===== config.mk =====
export PLATFORM = sky130hd
export DESIGN_NAME = misr_ora
export DESIGN_NICKNAME = d
export VERILOG_FILES = /design/src/rtl/misr_ora.sv
export SDC_FILE = /design/constraint.sdc
export NUM_CORES = 1
export LEC_CHECK = 0
export CORE_MARGIN = 5
export CORE_UTILIZATION = 50
export CTS_CLUSTER_DIAMETER = 200
export CTS_CLUSTER_SIZE = 8
export DETAILED_ROUTE_END_ITERATION = 16
export PLACE_DENSITY = 0.87
export SLEW_MARGIN = 20
export SYNTH_ARGS = -nofsm -noshare
export SYNTH_HDL_FRONTEND = slang
export SYNTH_SLANG_ARGS = --single-unit

===== constraint.sdc =====
create_clock -name clk -period 3.9 [get_ports clk]
set_input_delay 0.39 -clock clk [delete_from_list [all_inputs] [get_ports clk]]
set_output_delay 0.39 -clock clk [all_outputs]
set_load 0.02 [all_outputs]

===== src/rtl/misr_ora.sv =====
// misr_ora: multiple-input signature register output response analyser.
// Compacts NUM_PATTERNS response words from a circuit under test into a
// BITS-wide signature, then compares it with GOLDEN.
//
// Ports:
//   clk        - clock, rising edge
//   rst        - synchronous, active-high reset
//   start      - single-cycle run request (ignored while busy)
//   resp_valid - resp carries a response this cycle
//   resp       - response word from the circuit under test
//   resp_mask  - (only with MISR_ORA_XMASK_EN) 1 = bit unknown, forced to 0
//   busy       - high while compacting or comparing
//   done       - high once the run has finished
//   pass       - final signature equals GOLDEN (valid while done=1)
//   signature  - current MISR contents
//   pat_count  - responses accepted in the current run
//
// Optional feature macro: MISR_ORA_XMASK_EN (adds resp_mask input).
module misr_ora #(
  parameter int unsigned     BITS         = 4,
  parameter logic [BITS-1:0] POLY         = 4'b0011,
  parameter logic [BITS-1:0] SEED         = '0,
  parameter int unsigned     NUM_PATTERNS = 15,
  parameter logic [BITS-1:0] GOLDEN       = '0,
  localparam int unsigned    CW           = $clog2(NUM_PATTERNS + 1)
) (
  input  logic            clk,
  input  logic            rst,
  input  logic            start,
  input  logic            resp_valid,
  input  logic [BITS-1:0] resp,
`ifdef MISR_ORA_XMASK_EN
  input  logic [BITS-1:0] resp_mask,
`endif
  output logic            busy,
  output logic            done,
  output logic            pass,
  output logic [BITS-1:0] signature,
  output logic [CW-1:0]   pat_count
);

  typedef enum logic [1:0] {IDLE, COMPACT, COMPARE, DONE} state_t;

  localparam logic [CW-1:0] LAST_IDX = CW'(NUM_PATTERNS - 1);

  state_t            state_q, state_n;
  logic [BITS-1:0]   sig_n;
  logic [CW-1:0]     cnt_n;
  logic              pass_n;
  logic [BITS-1:0]   resp_eff;
  logic [BITS-1:0]   misr_next;
  logic              fb;

`ifdef MISR_ORA_XMASK_EN
  assign resp_eff = resp & ~resp_mask;
`else
  assign resp_eff = resp;
`endif

  // Shift toward bit 0; feedback from tapped bits enters at the MSB.
  always_comb begin
    misr_next = '0;
    fb = ^(POLY & signature);
    misr_next[BITS-1] = resp_eff[BITS-1] ^ fb;
    for (int unsigned i = 0; i < BITS - 1; i++) begin
      misr_next[i] = signature[i+1] ^ resp_eff[i];
    end
  end

  always_comb begin
    state_n = state_q;
    sig_n   = signature;
    cnt_n   = pat_count;
    pass_n  = pass;
    case (state_q)
      IDLE, DONE: begin
        if (start) begin
          state_n = COMPACT;
          sig_n   = SEED;
          cnt_n   = '0;
          pass_n  = 1'b0;
        end
      end
      COMPACT: begin
        if (resp_valid) begin
          sig_n = misr_next;
          cnt_n = pat_count + CW'(1);
          if (pat_count == LAST_IDX) begin
            state_n = COMPARE;
          end
        end
      end
      COMPARE: begin
        pass_n  = (signature == GOLDEN);
        state_n = DONE;
      end
      default: state_n = IDLE;
    endcase
  end

  // busy/done are registered from the next state so they line up with state_q.
  always_ff @(posedge clk) begin
    if (rst) begin
      state_q   <= IDLE;
      signature <= SEED;
      pat_count <= '0;
      pass      <= 1'b0;
      busy      <= 1'b0;
      done      <= 1'b0;
    end else begin
      state_q   <= state_n;
      signature <= sig_n;
      pat_count <= cnt_n;
      pass      <= pass_n;
      busy      <= (state_n == COMPACT) || (state_n == COMPARE);
      done      <= (state_n == DONE);
    end
  end

endmodule


==> report_table.html, run 1 <==
<table>
<tr><th>Metric</th><th>Value</th></tr>
<tr><th colspan="2">Layout</th></tr>
<tr><td>Share of final-layout standard cells stronger than drive strength 1</td><td>5.15%</td></tr>
<tr><td>Post-route design area</td><td>911 µm²</td></tr>
<tr><td>Fin nets</td><td>112</td></tr>
<tr><td># diodes</td><td>0</td></tr>
<tr><td>Commonest non-fill, non-tap cells in the layout</td><td>18 x sky130_fd_sc_hd__clkdlybuf4s50_1, 13 x sky130_fd_sc_hd__dfxtp_1, 10 x sky130_fd_sc_hd__a21oi_1</td></tr>
<tr><td>Filler-free cell count of the finished design</td><td>about 110</td></tr>
<tr><td>Most common cell after layout, fill and taps aside</td><td>sky130_fd_sc_hd__clkdlybuf4s50_1</td></tr>
<tr><td>Core occupancy in the finished layout</td><td>68.3%</td></tr>
<tr><td>Growth of design area from synthesis to finish</td><td>26.0%</td></tr>
<tr><th colspan="2">Die</th></tr>
<tr><td>DIE AREA</td><td>2310 µm²</td></tr>
<tr><td>Number of rows created at floorplan</td><td>13</td></tr>
<tr><td>Height of the die</td><td>48.0 µm</td></tr>
<tr><td>I/O pin cnt</td><td>19</td></tr>
<tr><td>Effective utilization at floorplan</td><td>a little over half</td></tr>
<tr><td>Horizontal die dimension</td><td>48.0 µm</td></tr>
<tr><td>Core area</td><td>around 1300 µm²</td></tr>
<tr><th colspan="2">Hold path</th></tr>
<tr><td>Kind of path behind the tightest hold check</td><td>reg2reg</td></tr>
<tr><th colspan="2">Power</th></tr>
<tr><td>Maximum VDD drop</td><td>0.215 mV</td></tr>
<tr><td>Leakage power</td><td>0.339 nW</td></tr>
<tr><td>Total power after layout</td><td>around 290 µW</td></tr>
<tr><td>Power density of the placed cells</td><td>314 nW/µm²</td></tr>
<tr><th colspan="2">Detailed routing</th></tr>
<tr><td>Total detailed-routing wirelength</td><td>1580 µm</td></tr>
<tr><td>Drt wl/cell</td><td>roughly 14 µm</td></tr>
<tr><td>Remaining number of nets flagged by the antenna check after routing</td><td>0</td></tr>
<tr><td>DRT Pass-1 Iters</td><td>4</td></tr>
<tr><td>Residual DRC</td><td>0</td></tr>
<tr><td>DR vias/cell</td><td>around 5.6</td></tr>
<tr><td>Via count</td><td>approximately 630</td></tr>
<tr><td>DR iter-0 viols</td><td>19</td></tr>
<tr><th colspan="2">Timing</th></tr>
<tr><td>Worst Max-Slew Pin Slew</td><td>about 0.48 ns</td></tr>
<tr><td>Number of hold violations in the final report</td><td>0</td></tr>
<tr><td>Post-Route Skew</td><td>0.00673 ns</td></tr>
<tr><td>Share of the clock period used by the worst path after layout</td><td>53.1%</td></tr>
<tr><td>Fin Setup TNS</td><td>0 ns</td></tr>
<tr><td>Highest clock rate</td><td>approximately 480 MHz</td></tr>
<tr><td>Worst-case hold slack</td><td>approximately 0.49 ns</td></tr>
<tr><td>Count of final setup violators</td><td>0</td></tr>
<tr><td>Final number of max-transition violations</td><td>0</td></tr>
<tr><td>Minimum setup slack in the final design</td><td>1.83 ns</td></tr>
<tr><td>Unrepaired setup endpoints after global routing</td><td>false</td></tr>
<tr><td>Time the worst path needs with I/O delays and setup</td><td>2.07 ns</td></tr>
<tr><td>Slew margin rel.</td><td>67.4%</td></tr>
<tr><th colspan="2">GRT</th></tr>
<tr><td>Via count of the first global-routing pass</td><td>~580</td></tr>
<tr><td>Wire length of the first global-routing pass</td><td>2560 µm</td></tr>
<tr><td>Congestion Overflow GR</td><td>0</td></tr>
<tr><td>Antenna violations before repair</td><td>0</td></tr>
<tr><td>GRT Util Overall</td><td>16.6%</td></tr>
<tr><td>Largest net degree at the start of global routing</td><td>14</td></tr>
<tr><th colspan="2">Synthesis</th></tr>
<tr><td>Number of instances in the synthesized netlist</td><td>between 70 and 80</td></tr>
<tr><td>Share of the yosys chip area belonging to registers</td><td>36.0%</td></tr>
<tr><td>Synthesized net count</td><td>93</td></tr>
<tr><td>Count of yosys warnings during synthesis</td><td>0</td></tr>
<tr><td>Mean post-synth cell area</td><td>9.15 µm²</td></tr>
<tr><td>Cell area after synthesis</td><td>723 µm²</td></tr>
<tr><td>Yosys cell types</td><td>26</td></tr>
<tr><td>Register bit count reported by yosys</td><td>13</td></tr>
<tr><th colspan="2">Clock tree</th></tr>
<tr><td>Post-cts repair resize count</td><td>0</td></tr>
<tr><td>Post-CTS setup buffer count</td><td>0</td></tr>
<tr><td>Clk buf depth</td><td>2</td></tr>
<tr><td>Number of buffers created by CTS</td><td>3</td></tr>
<tr><td>Clock edge transition at the registers on the reported setup and hold paths</td><td>0.09 ns</td></tr>
<tr><td>Root Driver</td><td>sky130_fd_sc_hd__clkbuf_4</td></tr>
<tr><td>H-tree depth</td><td>1</td></tr>
<tr><td>Hold Buf Count CTS</td><td>0</td></tr>
<tr><td>Clk sink count</td><td>13</td></tr>
<tr><td>Clock latency of the later-clocked register in the worst-skew pair</td><td>0.29 ns</td></tr>
<tr><td>CTS tree</td><td>yes</td></tr>
<tr><th colspan="2">Setup path</th></tr>
<tr><td>Worst endpoint required time</td><td>between 4 and 5 ns</td></tr>
<tr><td>Worst Setup Path Type</td><td>reg2reg</td></tr>
<tr><td>Cell family contributing the most delay on the critical path</td><td>adder cells</td></tr>
<tr><td>Slowest-stage cell, CP</td><td>sky130_fd_sc_hd__nor2b_2</td></tr>
<tr><td>Peak per-stage delay on the critical path</td><td>0.45 ns</td></tr>
<tr><td>Kind of end point of the critical path</td><td>flip-flop</td></tr>
<tr><td>Peak fanout along the critical path</td><td>13</td></tr>
<tr><td>Buffers &amp; Inverters on Critical Path</td><td>1</td></tr>
<tr><td>Most prevalent standard cell on the critical path</td><td>sky130_fd_sc_hd__ha_1</td></tr>
<tr><td>Type of origin of the critical path</td><td>flip-flop</td></tr>
<tr><td>Ordered list of cells on the worst path</td><td>inv_1 -&gt; ha_1 -&gt; nor2b_2 -&gt; a221o_1 -&gt; ha_1 -&gt; nor2b_1</td></tr>
<tr><td>Arrival time at the worst endpoint</td><td>2.24 ns</td></tr>
<tr><th colspan="2">Placed design</th></tr>
<tr><td>Total half-perimeter wirelength after legalization and detailed placement</td><td>1160 µm</td></tr>
<tr><td>Total placed instance area</td><td>slightly below 900 µm²</td></tr>
<tr><td>Placed instance count</td><td>108</td></tr>
<tr><td>RePlAce Congestion</td><td>0.745</td></tr>
<tr><td>Placement Setup Slack</td><td>1.75 ns</td></tr>
<tr><td>Count of port buffers added during placement</td><td>18</td></tr>
<tr><th colspan="2">Status</th></tr>
<tr><td>Run status</td><td>finished clean</td></tr>
<tr><th colspan="2">Flow run</th></tr>
<tr><td>Max cap viols</td><td>0</td></tr>
</table>
==> worst paths after layout <==
kind	from	to	slack, ns	cells past startpoint
max	state_q[0]	busy	1.83	6
min	pass	pass	0.49	2
max reg2reg	state_q[0]	busy	1.83	6
min reg2reg	pass	pass	0.49	2
==> synth_stat cells, drive strengths merged <==
master,n,area [µm²]
a211oi,1,7.51
a21oi,10,50.1
a221o,1,10.0
a311oi,1,8.76
a41o,1,10.0
buf,3,33.8
clkbuf,1,3.75
dfxtp,13,260
ha,6,75.1
inv,7,26.3
mux2i,1,13.8
nand2,1,3.75
nand2b,1,6.26
nand3,1,5.00
nand3b,1,7.51
nand4,6,37.5
nand4b,1,8.76
nor2,1,3.75
nor2b,6,40.0
o2111ai,1,8.76
o21ai,6,30.0
o21bai,1,7.51
o31ai,2,15.0
or4,2,15.0
xor2,4,35.0
==> cells by family after synthesis <==
| kind of cell | after synthesis | synth area share (%) |
|---|---|---|
| AOI/OAI and AO/OA | 24 | 20.4 |
| muxes | 1 | 1.90 |
| DFF | 13 | 36.0 |
| and+or+nand+nor | 20 | 17.6 |
| adders and majority gates | 6 | 10.4 |
| xor gates and xnor gates | 4 | 4.84 |
| buffers and inverters | 11 | 8.82 |
==> worst register-to-register path: cells and delay by family, from the launching register on <==
kind	cells	cell delay [ns]
AND/OR/NAND/NOR	2	0.59
adder cells (fa/ha/maj)	2	0.66
flip-flops	1	0.37
buffers and inverters	1	0.09
AO/OA/AOI/OAI	1	0.24
==> power by group <==
group / switching [mW] / internal [mW]
clock network: 0.0486 / 0.0398
logic: 0.0324 / 0.0242
registers: 0.00382 / 0.137
==> sequential cells by signal, summed over array words and instances (netlist names) <==
register	flops
busy	1
signature	4
done	1
pass	1
pat_count	4
state_q	2
==> metal layers <==
metal / routed length, µm / GRT usage (%) / up-vias
met3: 87 / 2.26 / 5
met4: 43 / 11.3 / 0
met5: 0 / 0 / -
met2: 742 / 26.6 / 18
met1: 710 / 20.4 / 286
li1: - / - / 323
==> final cells by class <==
| cell class | instances | area (µm²) |
|---|---|---|
| tap | 15 | 18.8 |
| fill | 116 | 423 |
| inverter | 7 | 26.3 |
| multi-input combinational | 55 | 399 |
| clock buffer | 4 | 26.3 |
| timing repair buffer | 18 | 180 |
| sequential | 13 | 260 |
Power figures use the tool's default switching activity.
==> run 2: changes to the inputs <==
- CORE_UTILIZATION: 50 -> 42
- PLACE_DENSITY: 0.87 -> 0.78
- clock period: 3.9 -> 1.78 ns (I/O delays scaled with it)
==> report_table.html, run 2 (synthesized netlist as in run 1, its figures left out) <==
<table>
<tr><th>Metric</th><th>Value</th></tr>
<tr><th colspan="2">Clock tree</th></tr>
<tr><td>H-tree depth</td><td>1 (unchanged)</td></tr>
<tr><td>Post-CTS setup buffer count</td><td>0 (unchanged)</td></tr>
<tr><td>Clock latency of the later-clocked register in the worst-skew pair</td><td>0.28 ns (about the same)</td></tr>
<tr><td>Clk sink count</td><td>13 (unchanged)</td></tr>
<tr><td>Root Driver</td><td>sky130_fd_sc_hd__clkbuf_4</td></tr>
<tr><td>Clk buf depth</td><td>2 (unchanged)</td></tr>
<tr><td>CTS tree</td><td>yes</td></tr>
<tr><td>Clock edge transition at the registers on the reported setup and hold paths</td><td>0.08 ns (about the same)</td></tr>
<tr><td>Number of buffers created by CTS</td><td>3 (unchanged)</td></tr>
<tr><th colspan="2">Timing</th></tr>
<tr><td>Number of hold violations in the final report</td><td>0 (unchanged)</td></tr>
<tr><td>Minimum setup slack in the final design</td><td>0.0670 ns (-1.76 ns)</td></tr>
<tr><td>Unrepaired setup endpoints after global routing</td><td>false</td></tr>
<tr><td>Worst Max-Slew Pin Slew</td><td>0.427 ns (-0.0527 ns)</td></tr>
<tr><td>Highest clock rate</td><td>584 MHz (+21%)</td></tr>
<tr><td>Share of the clock period used by the worst path after layout</td><td>96.2% (+43 points)</td></tr>
<tr><td>Count of final setup violators</td><td>0 (unchanged)</td></tr>
<tr><td>Time the worst path needs with I/O delays and setup</td><td>1.71 ns (-0.358 ns)</td></tr>
<tr><td>Worst-case hold slack</td><td>0.486 ns (-0.00628 ns)</td></tr>
<tr><td>Slew margin rel.</td><td>71.4% (+4.1 points)</td></tr>
<tr><td>Final number of max-transition violations</td><td>0 (unchanged)</td></tr>
<tr><td>Post-Route Skew</td><td>0.00295 ns (-0.00378 ns)</td></tr>
<tr><th colspan="2">Placed design</th></tr>
<tr><td>Total half-perimeter wirelength after legalization and detailed placement</td><td>1350 µm (+16%)</td></tr>
<tr><td>RePlAce Congestion</td><td>0.836 (+12%)</td></tr>
<tr><td>Count of port buffers added during placement</td><td>18 (unchanged)</td></tr>
<tr><td>Placement Setup Slack</td><td>-0.0295 ns (-1.78 ns)</td></tr>
<tr><th colspan="2">Detailed routing</th></tr>
<tr><td>Drt wl/cell</td><td>14.1 µm (about the same)</td></tr>
<tr><td>DR vias/cell</td><td>5.43 (-3.7%)</td></tr>
<tr><td>Residual DRC</td><td>0 (unchanged)</td></tr>
<tr><td>Total detailed-routing wirelength</td><td>1770 µm (+12%)</td></tr>
<tr><td>Remaining number of nets flagged by the antenna check after routing</td><td>0 (unchanged)</td></tr>
<tr><td>DRT Pass-1 Iters</td><td>4 (unchanged)</td></tr>
<tr><td>DR iter-0 viols</td><td>11 (-8)</td></tr>
<tr><td>Via count</td><td>679 (+7.4%)</td></tr>
<tr><th colspan="2">Hold path</th></tr>
<tr><td>Hold-critical path depth</td><td>2 (unchanged)</td></tr>
<tr><td>Hold endpoint</td><td>pass</td></tr>
<tr><td>Kind of path behind the tightest hold check</td><td>reg2reg</td></tr>
<tr><td>Launch point of the worst hold path</td><td>pass</td></tr>
<tr><th colspan="2">Die</th></tr>
<tr><td>Height of the die</td><td>51.5 µm (+7.2%)</td></tr>
<tr><td>Horizontal die dimension</td><td>51.5 µm (+7.2%)</td></tr>
<tr><td>DIE AREA</td><td>2650 µm² (+15%)</td></tr>
<tr><td>I/O pin cnt</td><td>19 (unchanged)</td></tr>
<tr><td>Effective utilization at floorplan</td><td>42.8% (-11 points)</td></tr>
<tr><td>Number of rows created at floorplan</td><td>15 (+2)</td></tr>
<tr><td>Core area</td><td>1690 µm² (+27%)</td></tr>
<tr><th colspan="2">Power</th></tr>
<tr><td>Clock Power Share</td><td>27.6% (-3.3 points)</td></tr>
<tr><td>Power density of the placed cells</td><td>644 nW/µm² (+110%)</td></tr>
<tr><td>Switch Pwr</td><td>186 µW (+120%)</td></tr>
<tr><td>Net switching fraction of the power</td><td>28.1% (-1.6 points)</td></tr>
<tr><td>Fraction of power consumed by combinational cells</td><td>26.3% (+6.5 points)</td></tr>
<tr><td>Leakage power</td><td>0.402 nW (+19%)</td></tr>
<tr><td>Internal power component</td><td>477 µW (+140%)</td></tr>
<tr><td>Total power after layout</td><td>663 µW (+130%)</td></tr>
<tr><td>Sequential share of power</td><td>46.2% (-3.1 points)</td></tr>
<tr><td>Maximum VDD drop</td><td>0.539 mV (+150%)</td></tr>
<tr><th colspan="2">Layout</th></tr>
<tr><td>Filler Cells Inserted</td><td>159 (+37%)</td></tr>
<tr><td>Registers with the most flip-flops</td><td>pat_count x4, signature x4, state_q x2</td></tr>
<tr><td>Fin nets</td><td>123 (+9.8%)</td></tr>
<tr><td>Share of final-layout standard cells stronger than drive strength 1</td><td>20.4% (+15 points)</td></tr>
<tr><td>Core occupancy in the finished layout</td><td>61.0% (-7.3 points)</td></tr>
<tr><td>Growth of design area from synthesis to finish</td><td>42.4%</td></tr>
<tr><td>Most common cell after layout, fill and taps aside</td><td>sky130_fd_sc_hd__clkdlybuf4s50_1</td></tr>
<tr><td>Commonest non-fill, non-tap cells in the layout</td><td>18 x sky130_fd_sc_hd__clkdlybuf4s50_1, 10 x sky130_fd_sc_hd__a21oi_1, 10 x sky130_fd_sc_hd__dfxtp_1, 10 x sky130_fd_sc_hd__buf_4, 7 x sky130_fd_sc_hd__inv_1</td></tr>
<tr><td># diodes</td><td>0 (unchanged)</td></tr>
<tr><th colspan="2">Setup path</th></tr>
<tr><td>Worst R2R Setup Slack</td><td>0.07 ns (-1.76 ns)</td></tr>
<tr><td>Type of origin of the critical path</td><td>flip-flop</td></tr>
<tr><td>Worst reg-to-reg path cell count</td><td>6 (unchanged)</td></tr>
<tr><td>Slowest-stage cell, CP</td><td>sky130_fd_sc_hd__a221o_1</td></tr>
<tr><td>Peak fanout along the critical path</td><td>2 (-11)</td></tr>
<tr><td>Peak per-stage delay on the critical path</td><td>0.36 ns (-0.09 ns)</td></tr>
<tr><td>Kind of end point of the critical path</td><td>flip-flop</td></tr>
<tr><td>Worst Setup Path Type</td><td>reg2reg</td></tr>
<tr><td>Launch point of the worst reg-to-reg path</td><td>pat_count[0]</td></tr>
<tr><td>Worst endpoint required time</td><td>1.93 ns (-2.14 ns)</td></tr>
<tr><td>Ordered list of cells on the worst path</td><td>inv_1 -&gt; ha_1 -&gt; a41o_1 -&gt; a221o_1 -&gt; ha_1 -&gt; nor2b_1</td></tr>
<tr><td>Most prevalent standard cell on the critical path</td><td>sky130_fd_sc_hd__ha_1</td></tr>
<tr><td>Endpoint of the worst register-to-register path</td><td>busy</td></tr>
<tr><td>Arrival time at the worst endpoint</td><td>1.87 ns (-0.37 ns)</td></tr>
<tr><th colspan="2">Flow run</th></tr>
<tr><td>Max cap viols</td><td>0 (unchanged)</td></tr>
<tr><th colspan="2">GRT</th></tr>
<tr><td>Antenna violations before repair</td><td>0 (unchanged)</td></tr>
<tr><td>Via count of the first global-routing pass</td><td>700 (+22%)</td></tr>
<tr><td>GRT Util Overall</td><td>14.9% (-1.8 points)</td></tr>
<tr><td>Wire length of the first global-routing pass</td><td>2930 µm (+15%)</td></tr>
<tr><td>Largest net degree at the start of global routing</td><td>13 (-1)</td></tr>
<tr><td>Congestion Overflow GR</td><td>0 (unchanged)</td></tr>
<tr><th colspan="2">Status</th></tr>
<tr><td>Run status</td><td>finished clean</td></tr>
</table>
## run 2: changes by cell type in the layout (fill, tap and decap cells not counted)
cell                       before  now
sky130_fd_sc_hd__buf_6          0    1
sky130_fd_sc_hd__buf_4          0   10
sky130_fd_sc_hd__ha_1           6    4
sky130_fd_sc_hd__nor2b_2        1    0
sky130_fd_sc_hd__nor2b_4        0    1
sky130_fd_sc_hd__ha_2           0    1
sky130_fd_sc_hd__a311oi_1       1    0
sky130_fd_sc_hd__dfxtp_1       13   10
sky130_fd_sc_hd__ha_4           0    1
sky130_fd_sc_hd__dfxtp_2        0    3
sky130_fd_sc_hd__a311oi_2       0    1
## run 2: critical path: cells and delay by family, from the launching register on
family / cells / cell delay (ns)
AOI/OAI and AO/OA: 2 / 0.60
adders and majority gates: 2 / 0.49
DFF: 1 / 0.33
and+or+nand+nor: 1 / 0.12
buffers and inverters: 1 / 0.05
## run 2: metrics by stage
stage          setup TNS [ns]  instances  cell area (µm²)
3_5_place_dp          -0.0295        121              971
3_3_place_gp                0        121              971
4_1_cts                     0        125             1020
5_1_grt                     0        125             1030
2_1_floorplan               0         79              724
6_report                    0        125             1030
## run 2: cell type report
cell class / count / area (µm²) / share of cell area, %
Multi-Input combinational cell: 55 / 425 / 41.3
Timing Repair Buffer: 29 / 267 / 25.9
Sequential cell: 13 / 264 / 25.6
Clock buffer: 4 / 26.3 / 2.55
Inverter: 7 / 26.3 / 2.55
Tap cell: 17 / 21.3 / 2.07
## run 2: repair_timing
| item | 4_1_cts | 5_1_grt |
|---|---|---|
| gates resized for setup | 2 | 5 |
| hold buffers | 0 | 0 |
| setup endpoints to repair | 1 | 1 |
## run 2: worst max path at each step
stage	from	to	slack [ns]	depth (start not counted)
after detailed placement	resp_valid	busy	-0.03	6
final	pat_count[0]	busy	0.07	6
after global routing	pat_count[0]	busy	0.003	6
after floorplan	state_q[0]	busy	0.005	6
after CTS	state_q[1]	busy	0.001	6
after global placement	resp_valid	busy	0.01	5
## run 2: power by group through the flow
stage          Sequential, mW  Combinational, mW  Clock (mW)
2_1_floorplan           0.322             0.0782           0
3_3_place_gp            0.313              0.158           0
3_5_place_dp            0.313              0.161           0
4_1_cts                 0.306              0.169       0.191
5_1_grt                 0.308              0.191       0.210
6_report                0.306              0.174       0.183
## run 2: metal layers
metal | GRT usage [%] | part of all wire [%] | wire length [µm]
met5 | 0 | 0 | 0
met1 | 16.0 | 44 | 779
met3 | 6.30 | 4.8 | 85
met2 | 27.1 | 50 | 889
met4 | 2.62 | 0.74 | 13
==> run 3: changes to the inputs <==
- ABC_AREA: unset -> 1
==> report_table.html, run 3 <==
<table>
<tr><th>Metric</th><th>Value</th></tr>
<tr><th colspan="2">Clock tree</th></tr>
<tr><td>Root Driver</td><td>sky130_fd_sc_hd__clkbuf_4</td></tr>
<tr><td>Number of buffers created by CTS</td><td>3 (unchanged)</td></tr>
<tr><td>H-tree depth</td><td>1 (unchanged)</td></tr>
<tr><td>Clock latency of the later-clocked register in the worst-skew pair</td><td>0.28 ns (about the same)</td></tr>
<tr><td>Post-CTS setup buffer count</td><td>0 (unchanged)</td></tr>
<tr><td>Clk sink count</td><td>13 (unchanged)</td></tr>
<tr><td>Clk buf depth</td><td>2 (unchanged)</td></tr>
<tr><td>Clock edge transition at the registers on the reported setup and hold paths</td><td>0.08 ns (about the same)</td></tr>
<tr><td>Post-cts repair resize count</td><td>0 (-2)</td></tr>
<tr><td>Hold Buf Count CTS</td><td>0 (unchanged)</td></tr>
<tr><td>CTS tree</td><td>yes</td></tr>
<tr><th colspan="2">Detailed routing</th></tr>
<tr><td>Total detailed-routing wirelength</td><td>1560 µm (-12%)</td></tr>
<tr><td>Residual DRC</td><td>0 (unchanged)</td></tr>
<tr><td>Drt wl/cell</td><td>11.5 µm (-18%)</td></tr>
<tr><td>DRT Pass-1 Iters</td><td>4 (unchanged)</td></tr>
<tr><td>DR iter-0 viols</td><td>4 (-7)</td></tr>
<tr><td>Via count</td><td>685 (+0.88%)</td></tr>
<tr><td>Remaining number of nets flagged by the antenna check after routing</td><td>0 (unchanged)</td></tr>
<tr><td>DR vias/cell</td><td>5.07 (-6.6%)</td></tr>
<tr><th colspan="2">Timing</th></tr>
<tr><td>Count of final setup violators</td><td>0 (unchanged)</td></tr>
<tr><td>Fin Setup TNS</td><td>0 ns (unchanged)</td></tr>
<tr><td>Post-Route Skew</td><td>0.00230 ns (-0.000651 ns)</td></tr>
<tr><td>Unrepaired setup endpoints after global routing</td><td>false</td></tr>
<tr><td>Share of the clock period used by the worst path after layout</td><td>91.7% (-4.5 points)</td></tr>
<tr><td>Time the worst path needs with I/O delays and setup</td><td>1.63 ns (-0.0805 ns)</td></tr>
<tr><td>Number of hold violations in the final report</td><td>0 (unchanged)</td></tr>
<tr><td>Highest clock rate</td><td>613 MHz (+4.9%)</td></tr>
<tr><td>Worst-case hold slack</td><td>0.522 ns (+0.0355 ns)</td></tr>
<tr><td>Worst Max-Slew Pin Slew</td><td>0.258 ns (-0.169 ns)</td></tr>
<tr><td>Slew margin rel.</td><td>82.7% (+11 points)</td></tr>
<tr><td>Final number of max-transition violations</td><td>0 (unchanged)</td></tr>
<tr><th colspan="2">Setup path</th></tr>
<tr><td>Type of origin of the critical path</td><td>flip-flop</td></tr>
<tr><td>Peak per-stage delay on the critical path</td><td>0.35 ns (about the same)</td></tr>
<tr><td>Kind of end point of the critical path</td><td>flip-flop</td></tr>
<tr><td>Worst reg-to-reg path cell count</td><td>10 (+4)</td></tr>
<tr><td>Slowest-stage cell, CP</td><td>sky130_fd_sc_hd__dfxtp_1</td></tr>
<tr><td>Most prevalent standard cell on the critical path</td><td>sky130_fd_sc_hd__inv_1</td></tr>
<tr><td>Ordered list of cells on the worst path</td><td>inv_1 -&gt; ha_1 -&gt; inv_2 -&gt; nor2_4 -&gt; a21oi_2 -&gt; inv_1 -&gt; nand2_1 -&gt; ha_1 -&gt; inv_1 -&gt; nor2_1</td></tr>
<tr><td>Arrival time at the worst endpoint</td><td>1.81 ns (-0.06 ns)</td></tr>
<tr><td>Worst Setup Path Type</td><td>reg2reg</td></tr>
<tr><td>Peak fanout along the critical path</td><td>5 (+3)</td></tr>
<tr><td>Worst endpoint required time</td><td>1.96 ns (+0.03 ns)</td></tr>
<tr><th colspan="2">Power</th></tr>
<tr><td>Total power after layout</td><td>807 µW (+22%)</td></tr>
<tr><td>Maximum VDD drop</td><td>0.432 mV (-20%)</td></tr>
<tr><td>Leakage power</td><td>0.403 nW (+0.34%)</td></tr>
<tr><td>Power density of the placed cells</td><td>840 nW/µm² (+30%)</td></tr>
<tr><th colspan="2">Flow run</th></tr>
<tr><td>Max cap viols</td><td>0 (unchanged)</td></tr>
<tr><th colspan="2">GRT</th></tr>
<tr><td>Via count of the first global-routing pass</td><td>591 (-16%)</td></tr>
<tr><td>Antenna violations before repair</td><td>0 (unchanged)</td></tr>
<tr><td>Congestion Overflow GR</td><td>0 (unchanged)</td></tr>
<tr><td>Largest net degree at the start of global routing</td><td>10 (-3)</td></tr>
<tr><td>Wire length of the first global-routing pass</td><td>2460 µm (-16%)</td></tr>
<tr><td>GRT Util Overall</td><td>12.8% (-2.0 points)</td></tr>
<tr><th colspan="2">Hold path</th></tr>
<tr><td>Hold-critical path depth</td><td>2 (unchanged)</td></tr>
<tr><td>Kind of path behind the tightest hold check</td><td>reg2reg</td></tr>
<tr><th colspan="2">Die</th></tr>
<tr><td>DIE AREA</td><td>2650 µm² (-0.14%)</td></tr>
<tr><td>Height of the die</td><td>51.5 µm (about the same)</td></tr>
<tr><td>Number of rows created at floorplan</td><td>15 (unchanged)</td></tr>
<tr><td>Horizontal die dimension</td><td>51.5 µm (about the same)</td></tr>
<tr><td>I/O pin cnt</td><td>19 (unchanged)</td></tr>
<tr><td>Effective utilization at floorplan</td><td>42.7% (-0.074 points)</td></tr>
<tr><td>Core area</td><td>1690 µm² (unchanged)</td></tr>
<tr><th colspan="2">Layout</th></tr>
<tr><td>Filler Cells Inserted</td><td>167 (+5.0%)</td></tr>
<tr><td>Most common cell after layout, fill and taps aside</td><td>sky130_fd_sc_hd__clkdlybuf4s50_1</td></tr>
<tr><td>Core occupancy in the finished layout</td><td>56.9% (-4.1 points)</td></tr>
<tr><td>Growth of design area from synthesis to finish</td><td>33.1%</td></tr>
<tr><td>Share of final-layout standard cells stronger than drive strength 1</td><td>14.4% (-6.0 points)</td></tr>
<tr><td>FF+latch area</td><td>260 µm² (-1.4%)</td></tr>
<tr><td>Commonest non-fill, non-tap cells in the layout</td><td>18 x sky130_fd_sc_hd__clkdlybuf4s50_1, 13 x sky130_fd_sc_hd__nand2_1, 13 x sky130_fd_sc_hd__a21oi_1, 13 x sky130_fd_sc_hd__dfxtp_1</td></tr>
<tr><td>Combined area of the multi-input logic cells</td><td>420 µm² (-1.2%)</td></tr>
<tr><td>Registers with the most flip-flops</td><td>pat_count x4, signature x4, state_q x2</td></tr>
<tr><td>Fin nets</td><td>133 (+8.1%)</td></tr>
<tr><td># diodes</td><td>0 (unchanged)</td></tr>
<tr><th colspan="2">Status</th></tr>
<tr><td>Run status</td><td>finished clean</td></tr>
<tr><th colspan="2">Placed design</th></tr>
<tr><td>Total half-perimeter wirelength after legalization and detailed placement</td><td>1220 µm (-9.7%)</td></tr>
<tr><td>Count of port buffers added during placement</td><td>18 (unchanged)</td></tr>
<tr><td>RePlAce Congestion</td><td>0.797 (-4.6%)</td></tr>
<tr><th colspan="2">Synthesis</th></tr>
<tr><td>Cell types with the largest area share after synthesis</td><td>sky130_fd_sc_hd__dfxtp_1 36%, sky130_fd_sc_hd__ha_1 10%, sky130_fd_sc_hd__a21oi_1 9.7%, sky130_fd_sc_hd__o21ai_0 6.9%, sky130_fd_sc_hd__nand2_1 6.8%</td></tr>
<tr><td>Mean post-synth cell area</td><td>7.60 µm² (-17%)</td></tr>
<tr><td>Yosys cell types</td><td>19 (-27%)</td></tr>
<tr><td>Synth top cells by count</td><td>14 x sky130_fd_sc_hd__a21oi_1, 13 x sky130_fd_sc_hd__dfxtp_1, 13 x sky130_fd_sc_hd__nand2_1</td></tr>
<tr><td>Most used flip-flop cell after synthesis</td><td>sky130_fd_sc_hd__dfxtp_1</td></tr>
<tr><td>Register bit count reported by yosys</td><td>13 (unchanged)</td></tr>
<tr><td>Count of flip-flops with a built-in enable after synthesis</td><td>0 (unchanged)</td></tr>
<tr><td>Post-synthesis cell type with the largest combined area</td><td>sky130_fd_sc_hd__dfxtp_1</td></tr>
<tr><td>Cell area after synthesis</td><td>722 µm² (-0.17%)</td></tr>
<tr><td>Area share of the leading cell type in the synthesized netlist</td><td>36.0% (+0.062 points)</td></tr>
<tr><td>Number of instances in the synthesized netlist</td><td>95 (+20%)</td></tr>
<tr><td>Proportion of synthesized flip-flops having asynchronous set or reset</td><td>0% (unchanged)</td></tr>
<tr><td>Count of yosys warnings during synthesis</td><td>0 (unchanged)</td></tr>
<tr><td>Synthesized net count</td><td>109 (+17%)</td></tr>
<tr><td>Share of the yosys chip area belonging to registers</td><td>36.0% (+0.062 points)</td></tr>
<tr><td>Cell with the most instances after synthesis</td><td>sky130_fd_sc_hd__a21oi_1</td></tr>
</table>
==> run 3: changes by cell type after synthesis, moves of 4 or more <==
cell,delta
sky130_fd_sc_hd__nor2_1,+8
sky130_fd_sc_hd__o21ai_0,+4
sky130_fd_sc_hd__nand2_1,+12
sky130_fd_sc_hd__nand4_1,-6
sky130_fd_sc_hd__nand3_1,+4
sky130_fd_sc_hd__nor2b_1,-5
sky130_fd_sc_hd__a21oi_1,+4
==> run 3: logic make-up (layout without fill, tap and decap cells) <==
family                   count (synthesis)  in the layout  synth area share [%]
buffers and inverters                   12             35                  6.24
AO/OA/AOI/OAI                           28             28                  22.9
adder cells (fa/ha/maj)                  6              6                  10.4
XOR/XNOR                                 1              1                  1.21
flip-flops                              13             13                  36.0
AND/OR/NAND/NOR                         35             35                  23.2
==> run 3: path summary, 6_finish.rpt <==
path | start | end | slack, ns
min reg2reg | state_q[1] | state_q[1] | 0.52
min | state_q[1] | state_q[1] | 0.52
max | state_q[0] | busy | 0.15
max reg2reg | state_q[0] | busy | 0.15
==> run 3: layout make-up <==
| cell class | count | share of cell area (%) |
|---|---|---|
| clock buffers | 4 | 2.73 |
| inverters | 12 | 4.69 |
| multi-input cells | 70 | 43.7 |
| flip-flops and latches | 13 | 27.1 |
| well taps | 17 | 2.21 |
| repair buffers | 19 | 19.5 |
==> run 3: report_power, final <==
group | total [mW] | internal, mW | switching (mW)
clock | 0.189 | 0.0872 | 0.101
sequential | 0.345 | 0.319 | 0.0260
combinational | 0.273 | 0.121 | 0.152
==> run 3: per-layer routing <==
layer / part of all wire [%] / global-route usage, % / up-vias
met5: 0 / 0 / -
met4: 2.1 / 8.73 / 0
met3: 4.8 / 4.08 / 2
met2: 45 / 18.4 / 16
met1: 48 / 16.0 / 308
li1: - / - / 359
==> run 3: critical path: cells and delay by family, from the launching register on <==
kind                     cells  cell delay [ns]
buffers and inverters        4             0.31
AO/OA/AOI/OAI                1             0.15
AND/OR/NAND/NOR              3             0.16
adder cells (fa/ha/maj)      2             0.53
flip-flops                   1             0.35
==> run 3: per-stage QoR <==
step | cell area [µm²] | instances | worst slack, ns
after floorplan | 722 | 95 | 0.182
after global placement | 931 | 131 | 0.158
after detailed placement | 931 | 131 | 0.0824
after CTS | 957 | 135 | 0.0700
after global routing | 961 | 135 | 0.0217
final | 961 | 135 | 0.148
==> edit 1 (settings of run 3) <==
Put one more register stage on the output `pat_count`, cleared by the reset. The value now appears one clock later. The other outputs are not delayed to match.
--- a/src/rtl/misr_ora.sv
+++ b/src/rtl/misr_ora.sv
@@ -43,6 +43,8 @@
 
   localparam logic [CW-1:0] LAST_IDX = CW'(NUM_PATTERNS - 1);
 
+  logic [CW-1:0] pat_count_s0;
+
   state_t            state_q, state_n;
   logic [BITS-1:0]   sig_n;
   logic [CW-1:0]     cnt_n;
@@ -70,7 +72,7 @@
   always_comb begin
     state_n = state_q;
     sig_n   = signature;
-    cnt_n   = pat_count;
+    cnt_n   = pat_count_s0;
     pass_n  = pass;
     case (state_q)
       IDLE, DONE: begin
@@ -84,8 +86,8 @@
       COMPACT: begin
         if (resp_valid) begin
           sig_n = misr_next;
-          cnt_n = pat_count + CW'(1);
-          if (pat_count == LAST_IDX) begin
+          cnt_n = pat_count_s0 + CW'(1);
+          if (pat_count_s0 == LAST_IDX) begin
             state_n = COMPARE;
           end
         end
@@ -103,19 +105,27 @@
     if (rst) begin
       state_q   <= IDLE;
       signature <= SEED;
-      pat_count <= '0;
+      pat_count_s0 <= '0;
       pass      <= 1'b0;
       busy      <= 1'b0;
       done      <= 1'b0;
     end else begin
       state_q   <= state_n;
       signature <= sig_n;
-      pat_count <= cnt_n;
+      pat_count_s0 <= cnt_n;
       pass      <= pass_n;
       busy      <= (state_n == COMPACT) || (state_n == COMPARE);
       done      <= (state_n == DONE);
     end
   end
 
+  always_ff @(posedge clk) begin
+    if (rst) begin
+      pat_count <= '0;
+    end else begin
+      pat_count <= pat_count_s0;
+    end
+  end
+
 endmodule
 
Function: changed (a bounded check fails within 4 cycles, from zero or initial values and one cycle with rst high).
==> edit 1 against run 3 <==
- sequential cell count increased by 4
- sequential power rose by 23%
- routed wire length grew 11%
- via count is 3.6% higher
- worst setup slack got worse by 6.4 ps
- cell area grew 10%
- power is 7.8% higher
- clock skew rose by 2.2 ps
- synthesized area grew 14%
- critical path type unchanged
- critical endpoint unchanged
==> edit 1: results (changes against run 3) <==
- Status: completed
- N_diodes: 0 (unchanged)
- Area of placed instances: 1020 um2 (+9.9%)
- Clock transition at the registers of the reported paths: 100 ps (+20 ps)
- GRT Overall Usage: 0.135 (+0.00701)
- Largest registers: pat_count x4, pat_count_s0 x4, signature x4
- Routability cong.: 0.818 (+2.6%)
- Internal Power: 592 uW (+12%)
- Synth top area cells: dfxtp_1, ha_1, nand2_1
- Unique masters post-synth: 18 (-1)
- Leakage Power: 0.465 nW (+15%)
- Vias in the first global route: 699 (+18%)
- Initial DRC count: 15 (+11)
- Total grt overflow: 0 (unchanged)
- Clk_skew: 4.48 ps (+2.18 ps)
- Syn nets: 121 (+11%)
- Post-CTS Resized: 0 (unchanged)
- Data arrival, critical path: 1840 ps (+30 ps)
- Final WL: 1730 um (+11%)
- DPL Wire Length: 1400 um (+15%)
- Synth cell count leaders: nand2_1, dfxtp_1, inv_1, nor2_1, a21oi_1
- Share of cells above drive strength 1: 0.109 (-0.0347)
- Worst min-delay path class: reg -> reg
- Rel. slew slack: 0.725 (-0.102)
- DR vias/cell: 4.58 (-9.7%)
- Pin count of the biggest net entering global routing: 11 (+1)
- Area of the multi-input gates: 398 um2 (-5.4%)
- # fillers: 174 (+4.2%)
- First-pass GRT wire length: 2880 um (+17%)
- Peak supply drop: 0.473 mV (+9.6%)
- Critical path fanouts, max: 8 (+3)
- Sequential-to-total area share from yosys stat: 0.415 (+0.0541)
- Nets: 143 (+7.5%)
==> edit 1: per-stage QoR <==
step	utilization	cells	hold WS (ps)	setup slack [ps]
global placement	0.538	151	448	87.0
finish	0.557	155	475	141
CTS	0.553	155	478	59.0
global route	0.557	155	507	18.6
floorplan	-	107	385	208
detailed placement	0.538	151	465	62.9
==> edit 1: kinds of logic after synthesis <==
logic type,share of synthesized area
AOI/OAI and AO/OA,0.114
adders and majority gates,0.0915
and+or+nand+nor,0.226
xor gates and xnor gates,0.0427
DFF,0.415
buffers and inverters,0.111
==> edit 1: power groups by stage <==
| stage | logic [mW] | registers (mW) | clock network [mW] |
|---|---|---|---|
| 5_1_grt | 0.257 | 0.430 | 0.235 |
| 6_report | 0.234 | 0.426 | 0.211 |
| 4_1_cts | 0.228 | 0.425 | 0.213 |
| 3_5_place_dp | 0.227 | 0.434 | 0 |
| 2_1_floorplan | 0.129 | 0.455 | 0 |
| 3_3_place_gp | 0.223 | 0.433 | 0 |
==> edit 1: final cells by class <==
| cell class | instances | share of cell area |
|---|---|---|
| flip-flops and latches | 17 | 0.321 |
| clock buffers | 3 | 0.0213 |
| clock inverters | 1 | 0.00472 |
| inverters | 16 | 0.0614 |
| repair buffers | 20 | 0.184 |
| well taps | 27 | 0.0319 |
| multi-input cells | 71 | 0.375 |
==> edit 1: worst max-delay path: stages, from the launching register on <==
cell and delay (ps):
dfxtp_1 350, inv_1 80, ha_1 400, o21ai_0 160, nand3_1 110, nand2_1 80, nand2_1 70, ha_1 220
inv_1 50, nor2_1 30
==> edit 1: routing by layer <==
metal  vias up  global-route usage  part of all wire
met4         0              0.0622            0.0098
met1       322               0.153              0.45
met2        11               0.239              0.51
li1        375                   -                 -
met3         2              0.0277             0.025
met5         -                   0                 0
==> edit 1: path summary, 6_finish.rpt <==
check                               start                           end  slack [ps]  cells past startpoint
max                 state_q[1]$_SDFF_PP0_               busy$_SDFF_PP0_         140                      9
min          pat_count_s0[0]$_SDFFE_PP0P_  pat_count_s0[0]$_SDFFE_PP0P_         480                      1
max reg2reg         state_q[1]$_SDFF_PP0_               busy$_SDFF_PP0_         140                      9
min reg2reg  pat_count_s0[0]$_SDFFE_PP0P_  pat_count_s0[0]$_SDFFE_PP0P_         480                      1
==> edit 2 (config.mk and constraints of run 3) <==
Without the edit above. `BITS`: 4 -> 3.
--- a/src/rtl/misr_ora.sv
+++ b/src/rtl/misr_ora.sv
@@ -17,7 +17,7 @@
 //
 // Optional feature macro: MISR_ORA_XMASK_EN (adds resp_mask input).
 module misr_ora #(
-  parameter int unsigned     BITS         = 4,
+  parameter int unsigned     BITS         = 3,
   parameter logic [BITS-1:0] POLY         = 4'b0011,
   parameter logic [BITS-1:0] SEED         = '0,
   parameter int unsigned     NUM_PATTERNS = 15,
Interface: changed (resized resp and signature); port bits go from 19 to 17. The function was not compared with the original's and may differ.
==> edit 2 against run 3 <==
- cell area is 5.2% lower
- synthesized area fell by 8.0%
- power fell by 3.2%
- routed wire length rose by 12%
- maximum frequency shrank 2.5%
- worst setup slack worse by 42 ps
- die area decreased by 6.5%
- sequential cell count down 1
- critical path type unchanged
- critical endpoint unchanged
==> edit 2: results (changes against run 3) <==
- Unique masters post-synth: 18 (-1)
- Slew @ Worst Pin: 267 ps (+9.03 ps)
- Status: completed
- Met3 routed WL: 120 um (+60%)
- First-pass GRT wire length: 2880 um (+17%)
- Area of placed instances: 848 um2 (-8.9%)
- # fillers: 133 (-20%)
- Pre-CTS setup slack: 93.1 ps (+10.6 ps)
- First-pass detailed-route iteration total: 4 (unchanged)
- Routability cong.: 0.773 (-3.1%)
- Met2 wire length: 837 um (+18%)
- Worst setup startpoint: pat_count[1]$_SDFFE_PP0P_
- Wire length on met1: 682 um (-8.2%)
- Data arrival, critical path: 1870 ps (+60 ps)
- Share of cells above drive strength 1: 0.159 (+0.0152)
- Clk_skew: 4.78 ps (+2.48 ps)
- Pin count of the biggest net entering global routing: 8 (-2)
- Initial DRC count: 16 (+12)
- R2R depth: 9 (-1)
- DPL Wire Length: 1170 um (-4.1%)
- GRT Overall Usage: 0.154 (+0.0255)
- DR vias: 691 (+0.88%)
- Sequential-to-total area share from yosys stat: 0.362 (+0.00110)
- Peak supply drop: 0.487 mV (+13%)
- Post-route setup slack: 106 ps (-42.0 ps)
- Nets: 127 (-4.5%)
- Largest registers: pat_count x4, signature x3, state_q x2
- DR WL/cell: 13.5 um (+17%)
- Syn nets: 106 (-2.8%)
[edit 2: layer usage]
layer,global-route usage,vias to the layer above
met5,0,-
met3,0.0301,9
li1,-,337
met2,0.269,31
met1,0.154,314
met4,0.122,0
[edit 2: cell type report]
| cell class | count | area (um2) | area share |
|---|---|---|---|
| Clock buffer | 4 | 36.3 | 0.0398 |
| Inverter | 14 | 52.6 | 0.0577 |
| Multi-Input combinational cell | 66 | 393 | 0.431 |
| Sequential cell | 12 | 241 | 0.265 |
| Tap cell | 16 | 20.0 | 0.0220 |
| Timing Repair Buffer | 17 | 168 | 0.184 |
[edit 2: worst min path at each step]
stage / to / cells past startpoint / slack, ps / startpoint
final: pass$_SDFFE_PP0P_ / 2 / 490 / pass$_SDFFE_PP0P_
after global routing: signature[2]$_SDFFE_PP0P_ / 2 / 540 / signature[2]$_SDFFE_PP0P_
after CTS: pass$_SDFFE_PP0P_ / 2 / 490 / pass$_SDFFE_PP0P_
after detailed placement: pass$_SDFFE_PP0P_ / 2 / 480 / pass$_SDFFE_PP0P_
after global placement: pass$_SDFFE_PP0P_ / 2 / 480 / pass$_SDFFE_PP0P_
after floorplan: state_q[1]$_SDFF_PP0_ / 3 / 390 / start
[edit 2: logic make-up (layout without fill, tap and decap cells)]
kind of cell	Yosys count	count (layout)	share of synthesized area
simple gates	39	39	0.266
xor+xnor	1	1	0.0132
compound gates	20	20	0.162
fa+ha+maj	6	6	0.113
buf+inv	15	35	0.0847
flops	12	12	0.362
[edit 2: critical path, stage by stage (launching register included)]
cell and delay, ps:
dfxtp_1 420, ha_1 180, nand2_1 80, o21ai_0 240, nand3_1 130, nand2_1 120, nand2_1 60, ha_1 270
inv_1 50, nor2_1 30
[edit 2: where the power goes]
part / internal, mW / leakage, nW / switching, mW / total, mW
Combinational: 0.102 / 0.270 / 0.137 / 0.240
Sequential: 0.291 / 0.0988 / 0.0226 / 0.314
Clock: 0.125 / 0.0210 / 0.103 / 0.228
[edit 2: stage by stage]
step / util / hold WS (ps) / instances
2_1_floorplan: - / 385 / 93
3_3_place_gp: 0.563 / 480 / 125
3_5_place_dp: 0.563 / 475 / 125
4_1_cts: 0.587 / 494 / 129
5_1_grt: 0.605 / 539 / 129
6_report: 0.605 / 492 / 129
